## src/rtl/mau_pkg.sv

```systemverilog
// Shared definitions for the load/store initiator: op field layout, size codes,
// FSM states and the big-endian byte-lane mask helper.
package mau_pkg;

  localparam int unsigned OP_STORE    = 3;
  localparam int unsigned OP_UNSIGNED = 2;
  localparam int unsigned OP_SIZE_HI  = 1;
  localparam int unsigned OP_SIZE_LO  = 0;

  localparam logic [1:0] SZ_BYTE = 2'b00;
  localparam logic [1:0] SZ_HALF = 2'b01;
  localparam logic [1:0] SZ_WORD = 2'b10;

  typedef enum logic [1:0] {
    ST_IDLE,
    ST_ACCESS,
    ST_RESP
  } state_t;

  // Bit k of the mask enables big-endian byte offset k (bits [31-8k:24-8k]).
  function automatic logic [3:0] lane_mask(input logic [1:0] size, input logic [1:0] offset);
    logic [3:0] m;
    m = '0;
    case (size)
      SZ_BYTE: m = 4'b0001 << offset;
      SZ_HALF: m = offset[1] ? 4'b1100 : 4'b0011;
      SZ_WORD: m = '1;
      default: m = '0;
    endcase
    return m;
  endfunction

endpackage

```

## src/rtl/mau_load_align.sv

```systemverilog
// Combinational load lane select and sign/zero extension for big-endian
// byte and halfword loads out of a 32-bit memory word.
module mau_load_align
  import mau_pkg::*;
(
  input  logic [31:0] mem_rdata,
  input  logic [1:0]  offset,
  input  logic [1:0]  size,
  input  logic        is_unsigned,
  output logic [31:0] result
);

  logic [7:0]  byte_sel;
  logic [15:0] half_sel;

  always_comb begin
    byte_sel = '0;
    case (offset)
      2'd0: byte_sel = mem_rdata[31:24];
      2'd1: byte_sel = mem_rdata[23:16];
      2'd2: byte_sel = mem_rdata[15:8];
      2'd3: byte_sel = mem_rdata[7:0];
      default: byte_sel = '0;
    endcase
    half_sel = offset[1] ? mem_rdata[15:0] : mem_rdata[31:16];

    result = '0;
    case (size)
      SZ_BYTE: result = {{24{~is_unsigned & byte_sel[7]}}, byte_sel};
      SZ_HALF: result = {{16{~is_unsigned & half_sel[15]}}, half_sel};
      SZ_WORD: result = mem_rdata;
      default: result = '0;
    endcase
  end

endmodule

```

## src/rtl/mem_access_unit.sv

```systemverilog
// Load/store initiator between the core datapath and the word-wide data memory.
// Optional saturating response counters are enabled with `define MAU_STATS_EN.
module mem_access_unit
  import mau_pkg::*;
#(
  parameter logic [31:0] BASE_ADDR = 32'h10010000,
  parameter int unsigned MEM_WORDS = 2048,
  localparam int unsigned AW       = $clog2(MEM_WORDS)
) (
  input  logic          clk,
  input  logic          rst_n,
  input  logic          req_valid,
  output logic          req_ready,
  input  logic [3:0]    req_op,
  input  logic [31:0]   req_addr,
  input  logic [31:0]   req_wdata,
  output logic          rsp_valid,
  input  logic          rsp_ready,
  output logic [31:0]   rsp_rdata,
  output logic          rsp_err,
  output logic          mem_en,
  output logic [3:0]    mem_write,
  output logic [AW-1:0] mem_addr,
  output logic [31:0]   mem_wdata,
  input  logic [31:0]   mem_rdata
`ifdef MAU_STATS_EN
  ,
  output logic [31:0]   stat_loads,
  output logic [31:0]   stat_stores,
  output logic [31:0]   stat_errs
`endif
);

  localparam logic [31:0] SPAN = 32'(4 * MEM_WORDS);

  state_t        state, state_nxt;
  logic [3:0]    op_q;
  logic [1:0]    offs_q;
  logic [AW-1:0] widx_q;
  logic [31:0]   wdata_q;
  logic [31:0]   rdata_q;
  logic          err_q;

  logic [31:0]   req_off;
  logic          req_bad;
  logic [1:0]    size_q;
  logic [31:0]   store_data;
  logic [31:0]   load_data;

  assign size_q    = op_q[OP_SIZE_HI:OP_SIZE_LO];
  assign rsp_rdata = rdata_q;
  assign rsp_err   = err_q;

  // Wrapping subtraction makes addresses below the base land far out of range.
  always_comb begin
    req_off = req_addr - BASE_ADDR;
    req_bad = (req_off >= SPAN);
    case (req_op[OP_SIZE_HI:OP_SIZE_LO])
      SZ_BYTE: ;
      SZ_HALF: if (req_addr[0]) req_bad = 1'b1;
      SZ_WORD: if (req_addr[1:0] != 2'b00) req_bad = 1'b1;
      default: req_bad = 1'b1;
    endcase
  end

  always_comb begin
    case (size_q)
      SZ_BYTE: store_data = {4{wdata_q[7:0]}};
      SZ_HALF: store_data = {2{wdata_q[15:0]}};
      default: store_data = wdata_q;
    endcase
  end

  mau_load_align u_load_align (
    .mem_rdata   (mem_rdata),
    .offset      (offs_q),
    .size        (size_q),
    .is_unsigned (op_q[OP_UNSIGNED]),
    .result      (load_data)
  );

  always_ff @(posedge clk or negedge rst_n) begin
    if (!rst_n) state <= ST_IDLE;
    else        state <= state_nxt;
  end

  // Memory strobes decode straight from state so reset kills them mid-access.
  always_comb begin
    state_nxt = state;
    req_ready = 1'b0;
    rsp_valid = 1'b0;
    mem_en    = 1'b0;
    mem_write = '0;
    mem_addr  = '0;
    mem_wdata = '0;
    case (state)
      ST_IDLE: begin
        req_ready = 1'b1;
        if (req_valid) state_nxt = req_bad ? ST_RESP : ST_ACCESS;
      end
      ST_ACCESS: begin
        mem_en    = 1'b1;
        mem_addr  = widx_q;
        mem_wdata = store_data;
        if (op_q[OP_STORE]) mem_write = lane_mask(size_q, offs_q);
        state_nxt = ST_RESP;
      end
      ST_RESP: begin
        rsp_valid = 1'b1;
        if (rsp_ready) state_nxt = ST_IDLE;
      end
      default: state_nxt = ST_IDLE;
    endcase
  end

  always_ff @(posedge clk or negedge rst_n) begin
    if (!rst_n) begin
      op_q    <= '0;
      offs_q  <= '0;
      widx_q  <= '0;
      wdata_q <= '0;
      rdata_q <= '0;
      err_q   <= 1'b0;
    end else if (state == ST_IDLE && req_valid) begin
      op_q    <= req_op;
      offs_q  <= req_addr[1:0];
      widx_q  <= req_off[AW+1:2];
      wdata_q <= req_wdata;
      rdata_q <= '0;
      err_q   <= req_bad;
    end else if (state == ST_ACCESS) begin
      rdata_q <= op_q[OP_STORE] ? '0 : load_data;
    end
  end

`ifdef MAU_STATS_EN
  logic consume;
  assign consume = rsp_valid & rsp_ready;

  always_ff @(posedge clk or negedge rst_n) begin
    if (!rst_n) begin
      stat_loads  <= '0;
      stat_stores <= '0;
      stat_errs   <= '0;
    end else if (consume) begin
      if (err_q) begin
        if (stat_errs != '1) stat_errs <= stat_errs + 32'd1;
      end else if (op_q[OP_STORE]) begin
        if (stat_stores != '1) stat_stores <= stat_stores + 32'd1;
      end else begin
        if (stat_loads != '1) stat_loads <= stat_loads + 32'd1;
      end
    end
  end
`endif

endmodule

```

## config.mk

```make
export PLATFORM = sky130hd
export DESIGN_NAME = mem_access_unit
export DESIGN_NICKNAME = d
export VERILOG_FILES = /design/src/rtl/mau_pkg.sv /design/src/rtl/mau_load_align.sv /design/src/rtl/mem_access_unit.sv
export SDC_FILE = /design/constraint.sdc
export NUM_CORES = 1
export LEC_CHECK = 0
export CORE_MARGIN = 2
export CORE_UTILIZATION = 44
export DETAILED_ROUTE_END_ITERATION = 16
export GPL_TIMING_DRIVEN = 0
export MAX_ROUTING_LAYER = met4
export PLACE_DENSITY_LB_ADDON = 0.05
export SYNTH_ARGS = -nofsm -noshare
export SYNTH_HDL_FRONTEND = slang
export SYNTH_SLANG_ARGS = --single-unit
```

## constraint.sdc

```tcl
create_clock -name clk -period 2.1 [get_ports clk]
set_input_delay 0.21 -clock clk [delete_from_list [all_inputs] [get_ports clk]]
set_output_delay 0.21 -clock clk [all_outputs]
set_load 0.05 [all_outputs]
```

# Word-level counts from Yosys, hierarchy flattened
# Index checks and enable logic that the tools add are counted.
[totals] reg_bits=84 wordCells=55 inputBits=104 out_inout_bits=83
[classes] n_mux=23 n_addsub=1 n_bitwise=3 n_lt_le_gt_ge=1 shift=1 reduce_logical=8 eq_ne=11
[op_table] op="$mux 32" n=4
[op_table] op="$pmux 32 s3" n=1
[op_table] op="$pmux 32 s2" n=1
[op_table] op="$ge 32x14->1 const B" n=1
[op_table] op="$pmux 8 s4" n=1
[op_table] op="$sub 32x29->32 const B" n=1
[op_table] op="$mux 16" n=1
[op_table] op="$mux 4" n=3
[op_table] op="$pmux 4 s3" n=1
[op_table] op="$mux 11" n=1
[op_table] op="$eq 2x2->1 const B" n=5
[op_table] op="$eq 2x1->1 const B" n=4
[op_table] op="$logic_not 2->1" n=4
[op_table] op="$mux 2" n=3
[op_table] op="$pmux 2 s3" n=1
[op_table] op="$mux 1" n=5
[op_table] op="$ne 2x2->1 const B" n=2
[op_table] op="$reduce_bool 2->1" n=2
[op_table] op="$shl 1x2->4 const A" n=1
[op_table] op="$pmux 1 s3" n=1
[op_table] op="$and 1x1->1" n=2
[op_table] op="$reduce_and 2->1" n=1
[op_table] op="$logic_and 1x1->1" n=1
[op_table] op="$not 1->1" n=1

# Depth between registers and ports, before layout
[logic_depth] depth_word=7 ltp_mapped=7 depth_no_buf=5

# By module
# From an unflattened synthesis, not the netlist that was laid out.
[unflattened] cells_unflattened=464 hier_area_um2=4695.8
[modules_own_cells] module="mem_access_unit" n_inst=1 area_each_um2=3858.7 seq_area_each_um2=2102.0 cells_each=331
[modules_own_cells] module="mau_load_align" n_inst=1 area_each_um2=837.1 seq_area_each_um2=0.0 cells_each=133

# Least setup slack after synthesis
# No wires, ideal clock.
[synth_timing] kind="register -> output" startpoint="reg op_q[0]" endpoint="out mem_wdata[10]" arrival_ps=1943 stages_incl_launch_ff=6 path_slack_ps=-53 t_required_ps=1890 n_path_buf=2 cell_sequence="dfrtp_1 > buf_2 > clkbuf_1 > nor2_1 > nand2_1 > a21oi_1"
[synth_via] elab_chain_len=3 word_cells_on_any_way=4 cone_classes="1 x eq/ne; 2 x mux; 1 x reduce/logical"
[synth_rtl] element="start, declared" line_no="mem_access_unit.sv:37" source="logic [3:0] op_q;"
[synth_rtl] element="start signal, assigned" line_no="mem_access_unit.sv:125" source="op_q <= req_op;"
[synth_rtl] element="$eq 2x1->1 or $logic_not 2->1 (tied branches)" line_no="mem_access_unit.sv:67" source="case (size_q)"
[synth_rtl] element="$pmux 32 s2 *" line_no="mem_access_unit.sv:67"
[synth_rtl] element="$mux 32 *" line_no="mem_access_unit.sv:96" source="case (state)"
[synth_rtl] element="end, declared" line_no="mem_access_unit.sv:24" source="output logic [31:0] mem_wdata,"
# Mark *: on every way between the ends. The rest lies on a longest branch, timed or not.

# Worst setup path in the final report
[layout_timing] startpoint="reg state[0]" endpoint="out rsp_valid"
[layout_via] elab_chain_len=2
[layout_rtl] element="start, declared" line_no="mem_access_unit.sv:36" source="state_t state, state_nxt;"
[layout_rtl] element="start signal, assigned" line_no="mem_access_unit.sv:84" source="else state <= state_nxt;"
[layout_rtl] element="$eq 2x2->1" line_no="mem_access_unit.sv:96"
[layout_rtl] element="$mux 1" line_no="mem_access_unit.sv:96"
[layout_rtl] element="end, declared" line_no="mem_access_unit.sv:17" source="output logic rsp_valid,"
# Every way passes these cells.

==> results_dict.tcl <==
set metrics [dict create \
    grtUsageTotal_pct 26.97 \
    final_cells 844 \
    total_power_w 0.006640 \
    clock_latency_ps 350 \
    cts_made_buffers 9 \
    avgRoutedWirePerCell_um 17.09 \
    setup_viol_count_final 0 \
    drt_iter0_markers 221 \
    synth_edf_count 0 \
    cp.arrival_ps 1830 \
    worst_setup_path_end_kind "output pin" \
    syn-num-nets 611 \
    slew_headroom_pct 54.66 \
    crit_path_start_kind "flip-flop" \
    start_util_pct 44.70 \
    path_class "flip-flop to output pin" \
    synth_top_cell_area_share_pct 46.38 \
    grt_max_degree 57 \
    die_y_um 105.5 \
    synthDistinctLibCells 37 \
    place_area_um2 6620 \
    yosysTopAreaCell "dfrtp_1" \
    fmax_ghz 0.4913 \
    wl_um 14420 \
    fin_nets 810 \
    drtAntennaViolNets 0 \
    post-route-period-util_pct 96.93 \
    grt-ovfl-total 0 \
    yosysSeqAreaShare_pct 46.38 \
    required_ps 1890 \
    drv_cap 0 \
    htree_num_levels 3 \
    synth_area_um2 4532 \
    avgSynthCellArea_um2 8.992 \
    antenna_found_initial 0 \
    yosysWarnings 0 \
    die_area_um2 11130 \
    leakagePower_nw 3.189 \
    grt_pass1_vias 4573 \
    irDropWorstVdd_uv 481.9 \
    vias 4484 \
    clk_path_buf_depth 2 \
    whs_ps 327.7 \
    reg2reg_slack_ps 160 \
    grt_pass1_wl_um 23050 \
    status "finished clean" \
    core_um2 10140 \
    cts.sinks 84 \
    cp_max_fo 6 \
    synth-main-ff-cell "dfrtp_1" \
    diodes 0 \
    drt-pass1-iter-count 5 \
    rows 37 \
    place.gp.congestion 0.9243 \
    cts_setup_buffers 0 \
    finalHoldViolCount 0 \
    finalMaxSlewViolations 0 \
    synth_seq_cells 84 \
    r2r-end "rsp_rdata[22]" \
    place_inst 827 \
    io_buffers 186 \
    cts-root-buf "clkbuf_8" \
    dpl.hpwl_um 10900 \
    drc_errors 0 \
    clk_pin_slew_ps 100 \
    viasPerCell 5.313 \
    tightest_slew_ps 675.0 \
    cts_tree "built" \
    synthTopCellsByArea "dfrtp_1 (46%), nand2_1 (13%), mux2i_1 (7.1%), a221o_1 (5.1%), mux4_2 (3.5%)" \
    final_area_um2 6760 \
    die_w_um 105.5 \
    syn_inst 504 \
    p_per_area_nw_per_um2 982.2 \
    worstReg2RegStart "state[1]" \
    drive_above_1_share_pct 15.82 \
    async_flop_share_pct 100.0 \
    clock_skew_ps 9.811 \
    r2r_cells 7 \
    io_pins 187 \
    period_needed_ps 2036 \
    syn_to_final_growth_pct 49.17 \
    hold_class "primary input to async pin" \
]
-- cells by family after synthesis --
kind of cell / Yosys count / share of synthesized area (%)
simple gates: 233 / 21.92
mux: 39 / 10.55
buf+inv: 48 / 4.556
flops: 84 / 46.38
compound gates: 97 / 15.77
fa+ha+maj: 3 / 0.8284
-- layout by cell type, fill, tap and decap left out, types with 3 or more instances in the layout --
| cell | count |
|---|---|
| a211o_1 | 8 |
| a211oi_1 | 8 |
| a21oi_1 | 14 |
| a21oi_2 | 8 |
| a221o_1 | 23 |
| a32o_1 | 8 |
| and2_1 | 20 |
| buf_2 | 24 |
| buf_4 | 32 |
| buf_6 | 5 |
| clkbuf_1 | 16 |
| clkbuf_2 | 4 |
| clkbuf_4 | 6 |
| clkbuf_8 | 9 |
| clkdlybuf4s50_1 | 137 |
| dfrtp_1 | 83 |
| ha_1 | 3 |
| inv_1 | 6 |
| inv_6 | 3 |
| mux2i_1 | 32 |
| mux4_2 | 7 |
| nand2_1 | 160 |
| nor2_1 | 35 |
| nor4_1 | 3 |
| o21ai_0 | 17 |
-- how the worst max path moves through the flow --
stage          startpoint             to  cells past startpoint
2_1_floorplan   offs_q[1]   mem_write[3]                      4
3_3_place_gp        rst_n     wdata_q[5]                      1
3_5_place_dp      op_q[0]  mem_wdata[13]                      6
4_1_cts           op_q[1]  mem_wdata[27]                      7
5_1_grt           op_q[0]  mem_wdata[29]                      7
6_report         state[0]      rsp_valid                      2
-- layout make-up --
cell class / instances / area (um^2)
fill: 850 / 3378
multi-input combinational: 372 / 2275
clock inverter: 7 / 81.33
inverter: 7 / 26.28
buffer: 41 / 239.0
tap: 136 / 170.2
clock buffer: 9 / 123.9
sequential: 84 / 2103
timing repair buffer: 188 / 1742
-- routing by layer --
layer / track usage [%] / share of wire (%) / routed length [um]
met1: 33.65 / 42 / 5989
met5: - / 0 / 0
met2: 45.53 / 51 / 7308
met4: 8.476 / 0.96 / 139
met3: 3.772 / 6.8 / 984
-- stage by stage --
stage                     setup TNS (ps)  setup WS [ps]  utilization (%)
after floorplan                        0          28.46                -
after global placement           -209750          -2266            65.05
after detailed placement          -20760         -660.1            65.30
after CTS                              0          1.891            66.30
after global routing              -2.433         -2.433            66.68
final                                  0          64.44            66.68
-- state kept, by name, indices dropped and copies added (netlist names) --
register	flops
wdata_q	32
op_q	4
state	2
rsp_err	1
widx_q	11
offs_q	2
rsp_rdata	32
-- critical path, cell delays in order, from the launching register on --
cell	delay, ps
dfrtp_1	440
nor2b_1	200
clkdlybuf4s50_1	830
-- power breakdown --
group,internal (W),switching (W),total [W],leakage (nW)
Clock,0.000572,0.000647,0.00122,0.107
Combinational,0.00121,0.00184,0.00305,2.00
Sequential,0.00204,0.000327,0.00237,1.08
Total,0.00383,0.00281,0.00664,3.19
-- what timing repair did --
item | in CTS | in global routing
hold endpoints to repair | 28 | 0
endpoints found under the setup margin | 54 | 67
hold buffers | 1 | 0
resized for setup | 288 | 21
pin swaps | 0 | 1
-- Yosys cell counts, types with 2 or more instances --
library cell	n
nand2_1	160
dfrtp_1	84
nor2_1	36
mux2i_1	32
clkbuf_1	27
a221o_1	23
a21oi_1	22
and2_1	20
o21ai_0	17
buf_2	9
a211o_1	8
a211oi_1	8
a32o_1	8
inv_1	7
mux4_2	7
buf_1	3
ha_1	3
nor4_1	3
buf_6	2
nand2b_1	2
nand3_1	2
nor3_1	2
nor4b_1	2
o211ai_1	2
o21ai_1	2
o21bai_1	2
Note: power is estimated with default switching activity, not from simulation.
